`config.mk`:
```
export PLATFORM = sky130hd
export DESIGN_NAME = chrisruk_digit_feeder
export DESIGN_NICKNAME = d
export VERILOG_FILES = /design/src/rtl/chrisruk_digit_feeder.sv
export SDC_FILE = /design/constraint.sdc
export NUM_CORES = 1
export LEC_CHECK = 0
export ABC_AREA = 1
export BUFFER_PORTS_ARGS = -buffer_cell sky130_fd_sc_hd__buf_4
export CORE_MARGIN = 1.5
export CORE_UTILIZATION = 64
export CTS_BUF_LIST = sky130_fd_sc_hd__clkbuf_16
export CTS_CLUSTER_DIAMETER = 120
export DETAILED_ROUTE_END_ITERATION = 7
export GPL_ROUTABILITY_DRIVEN = 0
export PLACE_DENSITY = 0.81
export SLEW_MARGIN = 5
export SYNTH_ARGS = -nofsm -noshare
export SYNTH_HDL_FRONTEND = slang
export SYNTH_SLANG_ARGS = --single-unit
```
`constraint.sdc`:
```
create_clock -name clk -period 5.4 [get_ports clk]
set_input_delay 0.54 -clock clk [delete_from_list [all_inputs] [get_ports clk]]
set_output_delay 0.54 -clock clk [all_outputs]
set_load 0.01 [all_outputs]
```
`src/rtl/chrisruk_digit_feeder.sv`:
```
// Serial ASCII digit receiver, 8N1 over rx, feeding a 4-entry FIFO that is popped one glyph per digit_req.
// Pushes land on the stop-sample edge; pops update digit on the same edge; optional err_count behind FEEDER_ERR_COUNT_EN.
module chrisruk_digit_feeder #(
  parameter int CLKS_PER_BIT = 4
) (
  input  logic       clk,
  input  logic       reset_n,
  input  logic       rx,
  input  logic       digit_req,
  output logic [3:0] digit,
  output logic       digit_valid,
  output logic [2:0] fifo_level,
  output logic       overflow
`ifdef FEEDER_ERR_COUNT_EN
  ,
  output logic [3:0] err_count
`endif
);

  localparam int HALF = CLKS_PER_BIT / 2;
  localparam int CW   = $clog2(CLKS_PER_BIT);

  typedef enum logic [1:0] {IDLE, START, DATA, STOP} state_t;

  state_t          state;
  logic [CW-1:0]   cnt;
  logic [2:0]      bit_idx;
  logic [7:0]      shreg;
  logic            rx_meta;
  logic            rxs;

  logic [3:0]      mem [4];
  logic [1:0]      wr_ptr;
  logic [1:0]      rd_ptr;

  logic            stop_smp;
  logic            good_byte;
  logic            push_cmd;
  logic            clr_cmd;
  logic            pop_ok;
  logic            push_ok;

  always_ff @(posedge clk or negedge reset_n) begin
    if (!reset_n) begin
      rx_meta <= 1'b1;
      rxs     <= 1'b1;
    end else begin
      rx_meta <= rx;
      rxs     <= rx_meta;
    end
  end

  always_ff @(posedge clk or negedge reset_n) begin
    if (!reset_n) begin
      state   <= IDLE;
      cnt     <= '0;
      bit_idx <= '0;
      shreg   <= '0;
    end else begin
      case (state)
        IDLE: begin
          cnt     <= '0;
          bit_idx <= '0;
          if (!rxs) state <= START;
        end
        START: begin
          if (cnt == CW'(HALF - 1)) begin
            cnt   <= '0;
            state <= rxs ? IDLE : DATA;
          end else begin
            cnt <= cnt + 1'b1;
          end
        end
        DATA: begin
          if (cnt == CW'(CLKS_PER_BIT - 1)) begin
            cnt     <= '0;
            shreg   <= {rxs, shreg[7:1]};
            bit_idx <= bit_idx + 3'd1;
            if (bit_idx == 3'd7) state <= STOP;
          end else begin
            cnt <= cnt + 1'b1;
          end
        end
        STOP: begin
          if (cnt == CW'(CLKS_PER_BIT - 1)) begin
            cnt   <= '0;
            state <= IDLE;
          end else begin
            cnt <= cnt + 1'b1;
          end
        end
        default: state <= IDLE;
      endcase
    end
  end

  assign stop_smp  = (state == STOP) && (cnt == CW'(CLKS_PER_BIT - 1));
  assign good_byte = stop_smp && rxs;
  assign push_cmd  = good_byte && (shreg >= 8'h30) && (shreg <= 8'h39);
  assign clr_cmd   = good_byte && (shreg == 8'h23);

  // Clear beats pop; a full FIFO still accepts a push when a pop frees a slot the same edge.
  assign pop_ok  = digit_req && (fifo_level != 3'd0) && !clr_cmd;
  assign push_ok = push_cmd && ((fifo_level != 3'd4) || pop_ok);

  always_ff @(posedge clk) begin
    if (push_ok) mem[wr_ptr] <= shreg[3:0];
  end

  always_ff @(posedge clk or negedge reset_n) begin
    if (!reset_n) begin
      wr_ptr      <= '0;
      rd_ptr      <= '0;
      fifo_level  <= '0;
      overflow    <= 1'b0;
      digit       <= '0;
      digit_valid <= 1'b0;
    end else begin
      digit_valid <= pop_ok;
      if (clr_cmd) begin
        wr_ptr     <= '0;
        rd_ptr     <= '0;
        fifo_level <= '0;
        overflow   <= 1'b0;
      end else begin
        if (pop_ok) begin
          digit  <= mem[rd_ptr];
          rd_ptr <= rd_ptr + 2'd1;
        end
        if (push_ok) wr_ptr <= wr_ptr + 2'd1;
        if (push_cmd && !push_ok) overflow <= 1'b1;
        case ({push_ok, pop_ok})
          2'b10:   fifo_level <= fifo_level + 3'd1;
          2'b01:   fifo_level <= fifo_level - 3'd1;
          default: fifo_level <= fifo_level;
        endcase
      end
    end
  end

`ifdef FEEDER_ERR_COUNT_EN
  always_ff @(posedge clk or negedge reset_n) begin
    if (!reset_n) begin
      err_count <= '0;
    end else if (stop_smp && !rxs && (err_count != 4'd15)) begin
      err_count <= err_count + 4'd1;
    end
  end
`endif

endmodule

```
==> impl.org <==
** Status
- The flow ran to the end, and the final reports show no timing, DRC or antenna violations.

** Drt
- After detailed routing, the number of vias per cell comes to 5.25.
- WL final :: 3.84 mm
- After detailed routing, the number of remaining DRC violations is 0.
- The first routing iteration left 81 violations.
- In the final routed layout, each cell accounts on average for 13.6 um.
- 1st-pass router iterations :: 4
- Antenna-violating nets left :: 0
- Vias post-DR :: 1486

** Global routing
- For this run, the total global-route usage over all layers was measured as 24.5%.
- Via count of the first global-routing pass :: 1427
- Grt peak-use layer :: met2
- Global routing consumed, on the met1 layer, 29.6% of the routing resources.
- Grt ovf :: 0
- Antenna violations before repair :: 0
- Pin count of the biggest net entering global routing :: 31
- First-pass GRT wire length :: 6.51 mm
- For met2 alone, demand over resource in global routing was 41.5%.
- For met3 alone, demand over resource in global routing was 7.56%.

** CTS
- The root buffer cell chosen for the clock tree is clkbuf_16.
- Buffers inserted by post-CTS timing repair :: 0
- Clk pin slew, worst setup/hold paths :: 60 ps
- In this run, CTS created clock tree buffers numbering 5.
- TritonCTS built the clock tree.
- Clk_lat worst skew :: 280 ps
- Clk sink count :: 46
- The number of gates resized after CTS was 0.
- After clock tree synthesis, the flow added hold-fix buffers numbering 0.
- Counting along the longest clock path gives a buffer depth of 2.
- Depth of the CTS H-tree :: 2

** Yosys
- The most used flip-flop cell after synthesis is dfrtp_1.
- Synthesized instance count :: 221
- After synthesis, the share of flip-flops with an asynchronous set or reset is 65.2%.
- Number of enable-type register cells in the synthesized netlist :: 16
- The number of nets in the synthesized netlist is 235.
- After synthesis the netlist holds a flip-flop and latch count of 46.
- After synthesis the cells add up to 2170 sq um.
- Dividing the synthesized area by the synthesized cell count gives 9.81 sq um.
- In this run, distinct cell masters in the synthesized netlist total 29.
- Portion of the post-synthesis area used by sequential elements :: 56.9%
- Yosys printed 0 warnings.

** Cells and area
- Non-Filler Instances :: 283
- At the end of the flow, the number of nets in the layout was 252.
- In the final layout, the share of cells above drive strength 1 is 18.0%.
- The number of antenna diodes in the final layout is 0.
- From synthesis to final layout, the design area changed by 13.0%.
- Measured on the finished design, the core utilization comes to 78.3%.
- Final non-filler cell area :: 2450 sq um

** Critical path
- For the worst setup path, the data required time is 5580 ps.
- Data arrival time of the worst path :: 2330 ps
- R2r startpoint :: cnt[0]
- Reg-to-reg critical path endpoint :: fifo_level[2]
- Length in cells of the worst reg-to-reg path :: 12
- Worst setup slack for register-to-register paths :: 3250 ps
- STA classifies the critical path endpoint as a register.
- Largest fanout of any net on the critical path :: 9
- Kind of start point of the critical path :: register
- CP Class :: reg2reg

** Power and ir drop
- Sequential share of power :: 46.5%
- Summed over all nets, the switching power comes to 317 uW.
- Largest voltage drop on the vdd net :: 0.000287 V
- Of the total power, the share spent switching nets is 32.1%.
- Internal Power :: 670 uW
- Clock network fraction of total power :: 30.2%
- Combinational share of power :: 23.4%
- In this run the power density over the cells is 403 nW/um^2.
- In this run the static leakage power is 1.11 nW.
- Tot Pwr :: 987 uW

** Floorplan
- Die area :: 3740 sq um
- Initial standard-cell utilization of the core :: 69.3%
- The floorplan has 20 rows.
- The total area inside the core boundary comes to 3130 sq um.
- Number of top-level design ports :: 13
- Overall die height :: 61.2 um
- In this run the horizontal extent of the chip is 61.2 um.

** Flow run
- Maximum capacitance violations :: 0

** Timing
- Final period utilization :: 39.8%
- The hold violation total from the final report is 0.
- The clock arrives with 6.68 ps of skew.
- Slew at the pin with the worst max-slew slack :: 441 ps
- Post-route setup TNS :: 0 ps
- Setup violations remaining at the end of the flow were counted as 0.
- Setup repair after global routing left no endpoint under its margin.
- Subtracting the final worst setup slack from the clock period gives 2150 ps.
- Final Worst Setup Slack :: 3250 ps
- The total count of max-transition violations in the final report was 0.
- Final Hold Slack :: 174 ps
- Based on the critical path, the design can be clocked at up to 466 MHz.
- Worst slew margin relative to its limit :: 70.5%

** Place
- After detailed placement, the total cell area comes to 2300 sq um.
- Before CTS, the worst setup slack after placement is 3280 ps.
- After detailed placement, the design holds a cell count of 275.
- Number of buffers added on ports :: 12
- Summed over all nets, the half-perimeter wirelength after detailed placement is 2.73 mm.

** Worst hold path
- The min-delay analysis places its worst path in the category in2async.
[power by group through the flow]
| stage | clock network, mW | registers [mW] | logic, mW |
|---|---|---|---|
| 4_1_cts | 0.302 | 0.458 | 0.232 |
| 3_3_place_gp | 0 | 0.459 | 0.219 |
| 2_1_floorplan | 0 | 0.455 | 0.167 |
| 6_report | 0.298 | 0.458 | 0.230 |
| 5_1_grt | 0.317 | 0.466 | 0.267 |
| 3_5_place_dp | 0 | 0.465 | 0.230 |
[cell families (layout without fill, tap and decap cells)]
family	count (synthesis)	count (layout)	synth area share, %
xor+xnor	2	2	0.808
compound gates	30	30	7.62
buf+inv	35	53	6.18
flops	46	46	56.9
simple gates	97	97	21.8
fa+ha+maj	10	10	6.12
mux	1	1	0.520
[cell type report]
class | count | area [sq um]
Clock inverter | 3 | 21.3
Tap cell | 44 | 55.1
Timing Repair Buffer | 12 | 90.1
Sequential cell | 46 | 1230
Fill cell | 197 | 678
Multi-Input combinational cell | 140 | 800
Clock buffer | 5 | 125
Inverter | 33 | 125
[how the worst max path moves through the flow]
stage / slack (ps) / start / cells after the start / end
finish: 3250 / cnt[0] / 12 / fifo_level[2]
global route: 3010 / cnt[0] / 12 / fifo_level[2]
CTS: 3250 / cnt[0] / 12 / fifo_level[2]
detailed placement: 3280 / cnt[0] / 10 / fifo_level[1]
global placement: 3360 / cnt[0] / 10 / fifo_level[1]
floorplan: 3440 / cnt[0] / 10 / fifo_level[1]
[flip-flops by register name (all words and copies together) (netlist names), 2 cells and up, named ones only]
register,cells
bit_idx,3
cnt,2
digit,4
fifo_level,3
mem,16
rd_ptr,2
shreg,8
wr_ptr,2
[cell usage after synthesis, types with 2 or more instances]
| cell type | number | area share (%) |
|---|---|---|
| nand2_4 | 2 | 1.0 |
| o21ai_0 | 21 | 4.8 |
| xor2_1 | 2 | 0.81 |
| inv_1 | 31 | 5.4 |
| nand3_2 | 4 | 1.8 |
| a31oi_1 | 4 | 1.2 |
| nor2_2 | 2 | 0.58 |
| edfxtp_1 | 16 | 22 |
| ha_1 | 9 | 5.2 |
| dfstp_2 | 2 | 2.4 |
| nand3_1 | 6 | 1.4 |
| dfrtp_1 | 28 | 32 |
| nor2_1 | 37 | 6.4 |
| nand2_2 | 4 | 1.2 |
| nand2_1 | 35 | 6.1 |
| nor3_1 | 2 | 0.46 |
| a21oi_1 | 3 | 0.69 |
| nand3_4 | 2 | 1.6 |
[cells in the final DEF (no fill, tap or decap), drive strengths merged]
cell / instances
nand2: 41
nor2: 40
inv: 32
dfrtp: 28
o21ai: 21
edfxtp: 16
buf: 12
nand3: 12
ha: 9
clkbuf: 5
a31oi: 5
a21oi: 3
clkinv: 3
nor3: 3
xor2: 2
dfstp: 2
mux2: 1
or2: 1
o21a: 1
fa: 1
clkinvlp: 1
[critical path, cell delays in order (launching register included)]
cell     delay [ps]
dfrtp_1         410
ha_1            260
nand2_2         100
nor2_4           50
nand3_4         140
nand3_2         180
fa_1            420
xor2_1          200
nand2_1          80
nand2_1          60
nor2_1           50
nand2_1          70
nand2_1          50
[metal layers]
metal | wire length, um | vias up | part of all wire (%)
li1 | - | 743 | -
met1 | 1610 | 694 | 42
met2 | 2010 | 40 | 52
met3 | 149 | 9 | 3.9
met4 | 69 | 0 | 1.8
met5 | 0 | - | 0
Note: power is estimated with default switching activity, not from simulation.
